`src/rtl/regfile_dump_pkg.sv`:
```
// Shared types and default widths for the register-file dump reader.
package regfile_dump_pkg;

  localparam int RF_ADDR_W   = 5;
  localparam int RF_DATA_W   = 32;
  localparam int RF_NUM_REGS = 32;

  typedef enum logic [1:0] {
    IDLE  = 2'd0,
    FETCH = 2'd1,
    SEND  = 2'd2,
    FIN   = 2'd3
  } state_t;

endpackage

```
`src/rtl/regfile_dump_reader.sv`:
```
// Walks every register-file entry through one async read port and streams
// (address, data) pairs over valid/ready, accumulating an XOR checksum.
module regfile_dump_reader
  import regfile_dump_pkg::*;
#(
  parameter int ADDR_W   = RF_ADDR_W,
  parameter int DATA_W   = RF_DATA_W,
  parameter int NUM_REGS = RF_NUM_REGS
) (
  input  logic              CLK,
  input  logic              RST,
  input  logic              start,
  output logic [ADDR_W-1:0] RR,
  input  logic [DATA_W-1:0] RD,
  output logic              out_valid,
  input  logic              out_ready,
  output logic [ADDR_W-1:0] out_addr,
  output logic [DATA_W-1:0] out_data,
  output logic              out_last,
  output logic              busy,
  output logic              done,
  output logic [DATA_W-1:0] checksum
);

  localparam logic [ADDR_W-1:0] LAST_IDX = ADDR_W'(NUM_REGS - 1);

  state_t            state_q;
  state_t            state_d;
  logic [ADDR_W-1:0] idx_q;
  logic              handshake;

  // The read port always looks at the current index; busy is a state decode.
  assign RR        = idx_q;
  assign busy      = (state_q != IDLE);
  assign handshake = (state_q == SEND) && out_valid && out_ready;

  // State register.
  // NOTE: sequential state uses non-blocking assignments so every register
  // samples pre-edge values; the reset is asynchronous and active-high.
  always_ff @(posedge CLK or posedge RST) begin
    if (RST) begin
      state_q <= IDLE;
    end else begin
      state_q <= state_d;
    end
  end

  // Next-state decode; start only matters in IDLE, so FIN ignores it.
  // NOTE: state_d gets its default first so no path leaves it unassigned,
  // which would otherwise infer a latch.
  always_comb begin
    state_d = state_q;
    case (state_q)
      IDLE:    if (start) state_d = FETCH;
      FETCH:   state_d = SEND;
      SEND:    if (handshake) state_d = out_last ? FIN : FETCH;
      FIN:     state_d = IDLE;
      default: state_d = IDLE;
    endcase
  end

  // Datapath: capture the word at FETCH, hold it through SEND, fold it into
  // the checksum on handshake, and pulse done on the cycle spent in FIN.
  always_ff @(posedge CLK or posedge RST) begin
    if (RST) begin
      idx_q     <= '0;
      out_valid <= 1'b0;
      out_addr  <= '0;
      out_data  <= '0;
      out_last  <= 1'b0;
      done      <= 1'b0;
      checksum  <= '0;
    end else begin
      done <= handshake && out_last;
      case (state_q)
        IDLE: begin
          if (start) begin
            idx_q    <= '0;
            checksum <= '0;
          end
        end
        FETCH: begin
          out_data  <= RD;
          out_addr  <= idx_q;
          out_last  <= (idx_q == LAST_IDX);
          out_valid <= 1'b1;
        end
        SEND: begin
          if (handshake) begin
            checksum  <= checksum ^ out_data;
            out_valid <= 1'b0;
            if (!out_last) idx_q <= idx_q + 1'b1;
          end
        end
        default: ;
      endcase
    end
  end

endmodule

```
`config.mk`:
```
export PLATFORM = sky130hd
export DESIGN_NAME = regfile_dump_reader
export DESIGN_NICKNAME = d
export VERILOG_FILES = /design/src/rtl/regfile_dump_pkg.sv /design/src/rtl/regfile_dump_reader.sv
export SDC_FILE = /design/constraint.sdc
export NUM_CORES = 1
export LEC_CHECK = 0
export ABC_AREA = 0
export BUFFER_PORTS_ARGS = -buffer_cell sky130_fd_sc_hd__buf_2
export CAP_MARGIN = 30
export CELL_PAD_IN_SITES_DETAIL_PLACEMENT = 2
export CELL_PAD_IN_SITES_GLOBAL_PLACEMENT = 2
export CORE_ASPECT_RATIO = 1.2
export CORE_MARGIN = 2
export CORE_UTILIZATION = 32
export DETAILED_ROUTE_END_ITERATION = 16
export GPL_TIMING_DRIVEN = 0
export PLACE_DENSITY_LB_ADDON = 0.1
export SLEW_MARGIN = 10
export SYNTH_ARGS = -nofsm -noshare
export SYNTH_HDL_FRONTEND = slang
export SYNTH_SLANG_ARGS = --single-unit
```
`constraint.sdc`:
```
create_clock -name CLK -period 4.4 [get_ports CLK]
set_clock_uncertainty 0.2 [all_clocks]
set_input_delay 0.88 -clock CLK [delete_from_list [all_inputs] [get_ports CLK]]
set_output_delay 0.88 -clock CLK [all_outputs]
set_load 0.01 [all_outputs]
```
* Word level (Yosys, flattened, before mapping)
Cells that the tools add are included.
** Cells by class
- Add/sub/neg operators :: 1
- Reduce and logical (&&, ||, !) cells :: 11
- Equality and inequality tests :: 7
- Bitwise logic cells :: 1
- Mux-type cells :: 13
** Operator list (number)
- $mux W32 :: 2
- $pmux W32 S2 :: 1
- $xor A32 B32 Y32 :: 1
- $mux W5 :: 3
- $pmux W5 S2 :: 1
- $pmux W2 S4 :: 1
- $mux W2 :: 3
- $ne A2 B2 Y1 const B :: 3
- $reduce_bool A2 Y1 :: 3
- $add A5 B1 Y5 const B :: 1
- $eq A5 B5 Y1 const B :: 1
- $eq A2 B2 Y1 const B :: 2
- $reduce_and A2 Y1 :: 2
- $reduce_and A4 Y1 :: 1
- $logic_and A1 B1 Y1 :: 3
- $reduce_and A3 Y1 :: 1
- $eq A2 B1 Y1 const B :: 1
- $logic_not A2 Y1 :: 1
- $pmux W1 S2 :: 1
- $mux W1 :: 1
** Word-level totals
- Flip-flop bits (word level) :: 79
- Logic and storage cells :: 41
- Bits of input ports :: 36
- Output and inout port bits :: 78

* Longest topological paths before layout
Gate-level depths: netlist of the first run.
- Word-level depth :: 5
- Mapped depth :: 5
- Mapped depth without buffers :: 5

* Worst setup path before layout of the first run
OpenSTA, ideal clock, no wires.
- Path type :: input-to-reg
- Start :: input out_ready
- End :: register checksum[10]
- Arrival :: 1.679 ns
- Setup time :: 0.073 ns
- Path buffers :: 2
- Cell stages on the path :: 5
- Path slack :: 2.447 ns
- Data required time :: 4.127 ns
- Path through :: nand4b_4 -> buf_6 -> buf_6 -> or3_1 -> a21oi_2
** Between the ends
- Cells in the longest elaborated chain, start to end :: 3
** Ends and longest elaborated chain
- start: declaration :: line regfile_dump_reader.sv:16 : input logic out_ready,
- $logic_and A1 B1 Y1 :: line regfile_dump_reader.sv:35 : assign handshake = (state_q == SEND) && out_valid && out_ready;
- $ne A2 B2 Y1 (no source line)
- $reduce_and A3 Y1 (no source line)
- end signal: assignment :: line regfile_dump_reader.sv:90 : checksum <= checksum ^ out_data;
- end: declaration :: line regfile_dump_reader.sv:22 : output logic [DATA_W-1:0] checksum
No other way between the ends.
A chain may end at the register's enable or synchronous reset.

* Worst setup path in the final report of the first run
- Start :: register state_q[0]
- End :: output busy
** Between the ends
- Cells in the longest elaborated chain, start to end :: 1
** Ends and longest elaborated chain
- start: declaration :: line regfile_dump_reader.sv:27 : state_t state_q;
- start signal: assignment :: line regfile_dump_reader.sv:44 : state_q <= state_d;
- $reduce_bool A2 Y1 :: line regfile_dump_reader.sv:34 : assign busy = (state_q != IDLE);
- end: declaration :: line regfile_dump_reader.sv:20 : output logic busy,
No other way between the ends.

==> results.json, run 1 <==
{
  "path_cells": "or2_2 -> buf_2",
  "synth_top_area_cell": "dfrtp_1",
  "crit_start": "state_q[0]",
  "setup_tns_ps": 0,
  "tightestPinTransition_ps": 581,
  "dpl_cell_area_um2": 4160,
  "period_needed_ps": 2380,
  "status": "finished, final reports clean",
  "cpMaxStageDelayCell": "dfrtp_1",
  "path_class": "reg2out",
  "postCtsHoldBufs": 0,
  "antenna_found_initial": 0,
  "final_common_cell": "buf_2",
  "finalSetupViolCount": 0,
  "grt_pass1_vias": 3299,
  "power_density_nw_per_um2": 680,
  "yosysUniqueCellTypes": 27,
  "wl_um": 10600,
  "fin_area_um2": 4410,
  "yosysTopAreaCellShare": 0.580,
  "detail-route-antenna-nets": 0,
  "port-buffer-count": 113,
  "r2r_start": "state_q[0]",
  "ctsResizeCount": 0,
  "dieArea_um2": 11500,
  "yosys_warnings": 0,
  "overflow": 0,
  "rsz0062_at_grt": "no",
  "layout-drive-gt1-share": 0.344,
  "via_count": 2977,
  "synth_nets": 376,
  "wl_per_cell_um": 17.7,
  "leakage_nw": 2.22,
  "post-route-period-util": 0.541,
  "num_antenna_cells": 0,
  "hold_viol_final": 0,
  "grt_pass1_wl_um": 17300,
  "synth_area_um2": 3410,
  "syn_area_per_cell_um2": 10.1,
  "dpl.hpwl_um": 7540,
  "synth-seq-cells": 79,
  "ir_worst_vdd_v": 0.000226,
  "cts_made_buffers": 9,
  "clock_path_buffers": 2,
  "grt_max_degree": 42,
  "drtIter0Drc": 69,
  "clkTransAtPathRegs_ps": 50,
  "arrival_ps": 1300,
  "htree_levels": 3,
  "min_path_type": "reg2reg",
  "cts_tree": "built",
  "gr-usage-all-layers": 0.193,
  "insertion_delay_ps": 330,
  "place_congestion": 0.754,
  "viasPerCell": 4.99,
  "fp-row-count": 41,
  "worstHoldStart": "out_addr[4]",
  "worstPathRequired_ps": 3320,
  "place_ws_ps": 2110,
  "yosys-top-cells-area": "dfrtp_1, o21ai_0, or3_1",
  "cts_root_buf": "clkbuf_16",
  "start_util": 0.326,
  "final_nets": 501,
  "max-slew-margin-rel": 0.613,
  "finalMaxSlewViolations": 0,
  "setup_slack_ps": 2020,
  "start_kind": "register",
  "cap_violations": 0,
  "core-area_um2": 10500,
  "cpPeakStageDelay_ps": 460,
  "drc": 0,
  "cp_max_fo": 9,
  "die_x_um": 98.2,
  "fmax_mhz": 420,
  "post_cts_buffers": 0,
  "seq_area_frac_synth": 0.580,
  "layout_common_cells": "buf_2, dfrtp_1, o21ai_0, nand2_1, inv_1",
  "critPathCaptureType": "primary output",
  "area_growth_pct": 29.4,
  "drtPass1Iterations": 4,
  "clock_sinks": 79,
  "pin_count": 114,
  "die_h_um": 117,
  "syn_inst": 338
}
worst paths after layout:
kind | to | slack [ps] | depth (start not counted)
max | busy | 2020 | 2
max in group asynchronous | out_data[13] | 3000 | 3
min | out_addr[4] | 300 | 1
min reg2reg | out_addr[4] | 300 | 1
min in group asynchronous | out_addr[1] | 400 | 2
max reg2reg | checksum[29] | 2480 | 4
Yosys cell counts:
| cell | n |
|---|---|
| mux2_2 | 6 |
| inv_1 | 36 |
| buf_2 | 5 |
| o311ai_0 | 1 |
| and3_1 | 1 |
| or3_1 | 32 |
| ha_1 | 2 |
| or2_2 | 1 |
| clkbuf_1 | 11 |
| nand3_1 | 9 |
| o21bai_1 | 2 |
| nor2_1 | 2 |
| o21ai_0 | 65 |
| or4b_1 | 1 |
| nand4b_4 | 1 |
| nor2b_1 | 1 |
| and3b_1 | 1 |
| a21oi_2 | 20 |
| nand4b_1 | 3 |
| or4_1 | 1 |
| nand2_1 | 38 |
| a21oi_1 | 14 |
| buf_6 | 3 |
| nand2b_1 | 1 |
| nand3b_1 | 1 |
| o211ai_1 | 1 |
| dfrtp_1 | 79 |
cell type report:
| type | instances | area (µm²) |
|---|---|---|
| Fill cell | 1178 | 6050 |
| Clock inverter | 1 | 5.00 |
| Sequential cell | 79 | 1980 |
| Clock buffer | 15 | 248 |
| Multi-Input combinational cell | 204 | 1200 |
| Timing Repair Buffer | 114 | 586 |
| Tap cell | 129 | 161 |
| Buffer | 19 | 100 |
| Inverter | 36 | 138 |
per-layer routing:
layer / vias to the layer above / global-route usage / wire length (µm)
met2: 58 / 0.347 / 5660
li1: 1392 / - / -
met4: 0 / 0.0603 / 142
met5: - / 0 / 0
met1: 1517 / 0.235 / 4390
met3: 10 / 0.0392 / 399
metrics by stage:
step	total power [W]	hold slack, ps	cells	util
3_5_place_dp	0.00238	293	581	0.398
2_1_floorplan	0.00182	351	338	-
3_3_place_gp	0.00231	288	580	0.395
6_report	0.00300	304	597	0.422
5_1_grt	0.00325	331	597	0.422
4_1_cts	0.00306	306	597	0.422
worst max-delay path: cells and delay by family, from the launching register on:
kind	cells	cell delay (ps)
flip-flops	1	460
AND/OR/NAND/NOR	1	350
buffers and inverters	1	150
logic make-up after synthesis:
logic type                 Yosys count  share of synthesized area
and+or+nand+nor                     93                      0.148
AOI/OAI and AO/OA                  103                      0.176
muxes                                6                     0.0198
DFF                                 79                      0.580
adders and majority gates            2                    0.00734
buffers and inverters               55                     0.0690
power breakdown:
group          internal [W]  leakage (nW)  switching, W
clock network      0.000383         0.122      0.000279
registers           0.00100          1.04      0.000188
logic              0.000418          1.06      0.000734
flip-flops by register name (all words and copies together) (netlist names):
signal     cells
state_q        2
out_last       1
RR             5
out_valid      1
done           1
checksum      32
out_addr       5
out_data      32
Note: power is estimated with default switching activity, not from simulation.
==> run 2, diff against run 1 <==
- CORE_UTILIZATION: 32 -> 27
- clock period: 4.4 -> 1.9 ns (I/O delays scaled with it)
==> run 2 against run 1 <==
  * Sequential cell count did not move
  * Highest routed layer unchanged
  * Clock power rose to 2.6 times the previous value
  * Critical endpoint unchanged
  * Critical path type unchanged
  * Worst hold slack got worse by 250 ps
==> results.json, run 2 (synthesized netlist as in run 1, its figures left out) <==
{
  "clock_path_buffers": 2,
  "gr-usage-all-layers": 0.174,
  "wl_um": 11100,
  "clock_sinks": 79,
  "final_nets": 504,
  "finalMaxSlewViolations": 0,
  "layout_common_cells": "buf_2, dfrtp_1, o21ai_0, nand2_1, inv_1",
  "drtPass1Iterations": 4,
  "detail-route-antenna-nets": 0,
  "path_class": "reg2out",
  "place_congestion": 0.761,
  "tightestPinTransition_ps": 517,
  "dpl_cell_area_um2": 4230,
  "place_ws_ps": -62.8,
  "layout-drive-gt1-share": 0.369,
  "power_density_nw_per_um2": 1580,
  "port-buffer-count": 113,
  "fin_area_um2": 4550,
  "worst_hold_path.endpoint": "out_data[29]",
  "arrival_ps": 1260,
  "htree_levels": 3,
  "core-area_um2": 12500,
  "rsz0062_at_grt": "no",
  "insertion_delay_ps": 330,
  "largestRegisters": "checksum x32, out_data x32",
  "fmax_mhz": 542,
  "drtIter0Drc": 40,
  "ir_worst_vdd_v": 0.000490,
  "ff2ff_setup_slack_ps": 140,
  "area_growth_pct": 33.3,
  "cts_made_buffers": 9,
  "finalSetupViolCount": 0,
  "start_kind": "register",
  "min_path_type": "in2reg",
  "num_antenna_cells": 0,
  "setup_slack_ps": 56.5,
  "worstHoldStart": "RD[29]",
  "hold_ws_ps": 49.1,
  "fillers": 1460,
  "clkTransAtPathRegs_ps": 60,
  "grt_pass1_wl_um": 18200,
  "cp_max_fo": 6,
  "start_util": 0.273,
  "hold_viol_final": 0,
  "dpl.hpwl_um": 7890,
  "min_path_cells": 3,
  "viasPerCell": 4.71,
  "die_h_um": 127,
  "via_count": 2993,
  "grt_pass1_vias": 3374,
  "pin_count": 114,
  "r2r_end": "checksum[12]",
  "reg2reg_depth": 4,
  "worstPathRequired_ps": 1320,
  "post-route-period-util": 0.970,
  "wl_per_cell_um": 17.4,
  "critPathCaptureType": "primary output",
  "period_needed_ps": 1840,
  "cts_tree": "built",
  "grt_max_degree": 34,
  "final_common_cell": "buf_2",
  "r2r_start": "state_q[1]",
  "antenna_found_initial": 0,
  "die_x_um": 107,
  "drc": 0,
  "leakage_nw": 2.27,
  "dieArea_um2": 13600,
  "overflow": 0,
  "cap_violations": 0,
  "status": "finished, final reports clean",
  "fp-row-count": 45,
  "setup_tns_ps": 0,
  "cts_root_buf": "clkbuf_16",
  "max-slew-margin-rel": 0.655
}
[run 2: cell types whose count changed in the layout (fill, tap and decap cells not counted), sizes merged]
cell	before	now
buf	122	124
bufinv	0	1
clkinv	1	3
dlygate4sd3	0	1
clkbuf	26	23
inv	36	35
clkinvlp	0	1
[run 2: metal layers]
metal,track usage,up-vias,part of all wire
met1,0.217,1526,0.43
met4,0.0435,0,0.0096
li1,-,1395,-
met2,0.302,64,0.52
met3,0.0403,8,0.044
met5,0,-,0
[run 2: where the power goes]
group          internal [W]  switching (W)  leakage [nW]
sequential          0.00232       0.000433          1.03
clock               0.00105       0.000680         0.146
combinational      0.000999        0.00171          1.08
[run 2: what timing repair did]
action,in CTS,in global routing
cloned,0,0
hold endpoints to repair,14,0
hold buffers,1,0
gates resized for setup,4,8
setup endpoints to repair,40,37
buffers inserted,0,1
[run 2: worst max-delay path: stages, from the launching register on]
cell and delay (ps):
dfrtp_2 460, or2_2 330, buf_2 150
[run 2: worst max path at each step]
stage | from | endpoint | cells after the start
2_1_floorplan | state_q[0] | checksum[10] | 4
3_3_place_gp | RST | out_data[0] | 2
3_5_place_dp | state_q[0] | checksum[27] | 4
4_1_cts | state_q[0] | busy | 2
5_1_grt | state_q[1] | busy | 2
6_report | state_q[1] | busy | 2
[run 2: final cells by class]
type,instances,area [µm²],area share
Clock buffer,12,246,0.0542
Multi-Input combinational cell,204,1200,0.264
Sequential cell,79,1980,0.435
Timing Repair Buffer,117,623,0.137
Inverter,36,139,0.0305
Tap cell,164,205,0.0451
Buffer,19,108,0.0237
Clock inverter,4,45.0,0.00991
[run 2: per-stage QoR]
stage | cells | total power, W | util
2_1_floorplan | 338 | 0.00421 | -
3_3_place_gp | 615 | 0.00537 | 0.335
3_5_place_dp | 617 | 0.00554 | 0.338
4_1_cts | 634 | 0.00734 | 0.363
5_1_grt | 635 | 0.00782 | 0.364
6_report | 635 | 0.00719 | 0.364
==> run 3, diff against run 2 <==
- CORE_UTILIZATION: 27 -> 28
- CTS_BUF_LIST: unset -> sky130_fd_sc_hd__clkbuf_4 sky130_fd_sc_hd__clkbuf_8
- SKIP_CTS_REPAIR_TIMING: unset -> 1
==> run 3 against run 2 <==
  * Wire length is 4.8% lower
  * Sequential share of layout area rose by 0.57 points
  * Critical endpoint unchanged
  * Via count rose by 1.0%
  * Largest power group unchanged
  * Cell count is 0.16% lower
  * Die area is 3.5% lower
  * Worst hold slack worse by 27 ps
==> results.json, run 3 (synthesized netlist as in run 1, its figures left out) <==
{
  "status": "finished, final reports clean",
  "max-slew-margin-rel": 0.668,
  "viasPerCell": 4.77,
  "wl_um": 10500,
  "arrival_ps": 1260,
  "clkTransAtPathRegs_ps": 90,
  "post-route-period-util": 0.967,
  "layout-drive-gt1-share": 0.387,
  "fmax_mhz": 544,
  "die_h_um": 125,
  "setup_slack_ps": 61.9,
  "place_inst": 614,
  "finalSetupViolCount": 0,
  "cts_tree": "built",
  "via_count": 3023,
  "final_nets": 506,
  "num_antenna_cells": 0,
  "cts_made_buffers": 9,
  "insertion_delay_ps": 350,
  "grt_max_degree": 33,
  "critPathCaptureType": "primary output",
  "drc": 0,
  "antenna_found_initial": 0,
  "cap_violations": 0,
  "swShare": 0.405,
  "drtPass1Iterations": 4,
  "clockPowerShare": 0.198,
  "largestRegisters": "checksum x32, out_data x32",
  "gr-usage-all-layers": 0.171,
  "drtIter0Drc": 51,
  "place_ws_ps": -67.0,
  "report.power.total_w": 0.00680,
  "intPower_w": 0.00405,
  "path_class": "reg2out",
  "post-route-util": 0.374,
  "layout_common_cells": "buf_2, dfrtp_1, o21ai_0, nand2_1, inv_1",
  "worstPathRequired_ps": 1320,
  "min_path_type": "in2reg",
  "leakage_nw": 2.24,
  "hold_viol_final": 0,
  "pin_count": 114,
  "seq_power_share": 0.401,
  "grt_pass1_vias": 3401,
  "rsz0062_at_grt": "no",
  "place_congestion": 0.782,
  "cts_root_buf": "clkbuf_8",
  "dpl.hpwl_um": 7610,
  "power_switching_w": 0.00276,
  "ir_worst_vdd_v": 0.000367,
  "grt_pass1_wl_um": 17700,
  "stdcell_count": 634,
  "htree_levels": 3,
  "period_needed_ps": 1840,
  "final_common_cell": "buf_2",
  "clock_sinks": 79,
  "overflow": 0,
  "area_growth_pct": 31.7,
  "setup_tns_ps": 0,
  "start_util": 0.284,
  "dieArea_um2": 13100,
  "power_density_nw_per_um2": 1520,
  "core-area_um2": 12000,
  "die_x_um": 105,
  "fp-row-count": 44,
  "detail-route-antenna-nets": 0,
  "clock_path_buffers": 2,
  "p_comb_frac": 0.401,
  "finalMaxSlewViolations": 0,
  "cp_max_fo": 4,
  "tightestPinTransition_ps": 498,
  "start_kind": "register",
  "port-buffer-count": 113,
  "wl_per_cell_um": 16.6
}
[run 3: worst paths after layout]
path	startpoint	endpoint	slack, ps	cells after the start
worst max-delay path	state_q[0]	busy	60	2
worst min-delay path	RD[18]	out_data[18]	20	3
worst max register to register	state_q[1]	RR[2]	190	5
worst min register to register	out_addr[0]	out_addr[0]	310	1
max in group asynchronous	RST	checksum[29]	370	5
min in group asynchronous	RST	out_data[21]	370	3
[run 3: worst max-delay path: stages (launching register included)]
cell and delay [ps]:
dfrtp_2 420, or2_2 330, buf_2 150
[run 3: final cells by class]
| class | count | area, µm² |
|---|---|---|
| sequential | 79 | 1980 |
| multi-input combinational | 204 | 1200 |
| clock buffer | 12 | 159 |
| clock inverter | 4 | 53.8 |
| inverter | 36 | 139 |
| fill | 1398 | 7510 |
| tap | 161 | 201 |
| timing repair buffer | 119 | 638 |
| buffer | 19 | 118 |
[run 3: routing by layer]
metal,GRT usage,vias to the layer above,wire length (µm)
met2,0.301,64,5570
met5,0,-,0
met3,0.0256,11,384
met4,0.0635,0,155
li1,-,1401,-
met1,0.210,1547,4430
[run 3: through the flow]
step	hold slack [ps]	cell area, µm²
finish	21.7	4490
floorplan	297	3410
detailed placement	216	4220
global route	33.2	4490
CTS	-186	4430
global placement	285	4180
[run 3: power by group through the flow]
stage / Sequential, W / Clock [W] / Combinational [W]
4_1_cts: 0.00276 / 0.00140 / 0.00273
2_1_floorplan: 0.00300 / 0 / 0.00122
6_report: 0.00273 / 0.00135 / 0.00273
3_5_place_dp: 0.00279 / 0 / 0.00272
3_3_place_gp: 0.00275 / 0 / 0.00262
5_1_grt: 0.00284 / 0.00146 / 0.00311
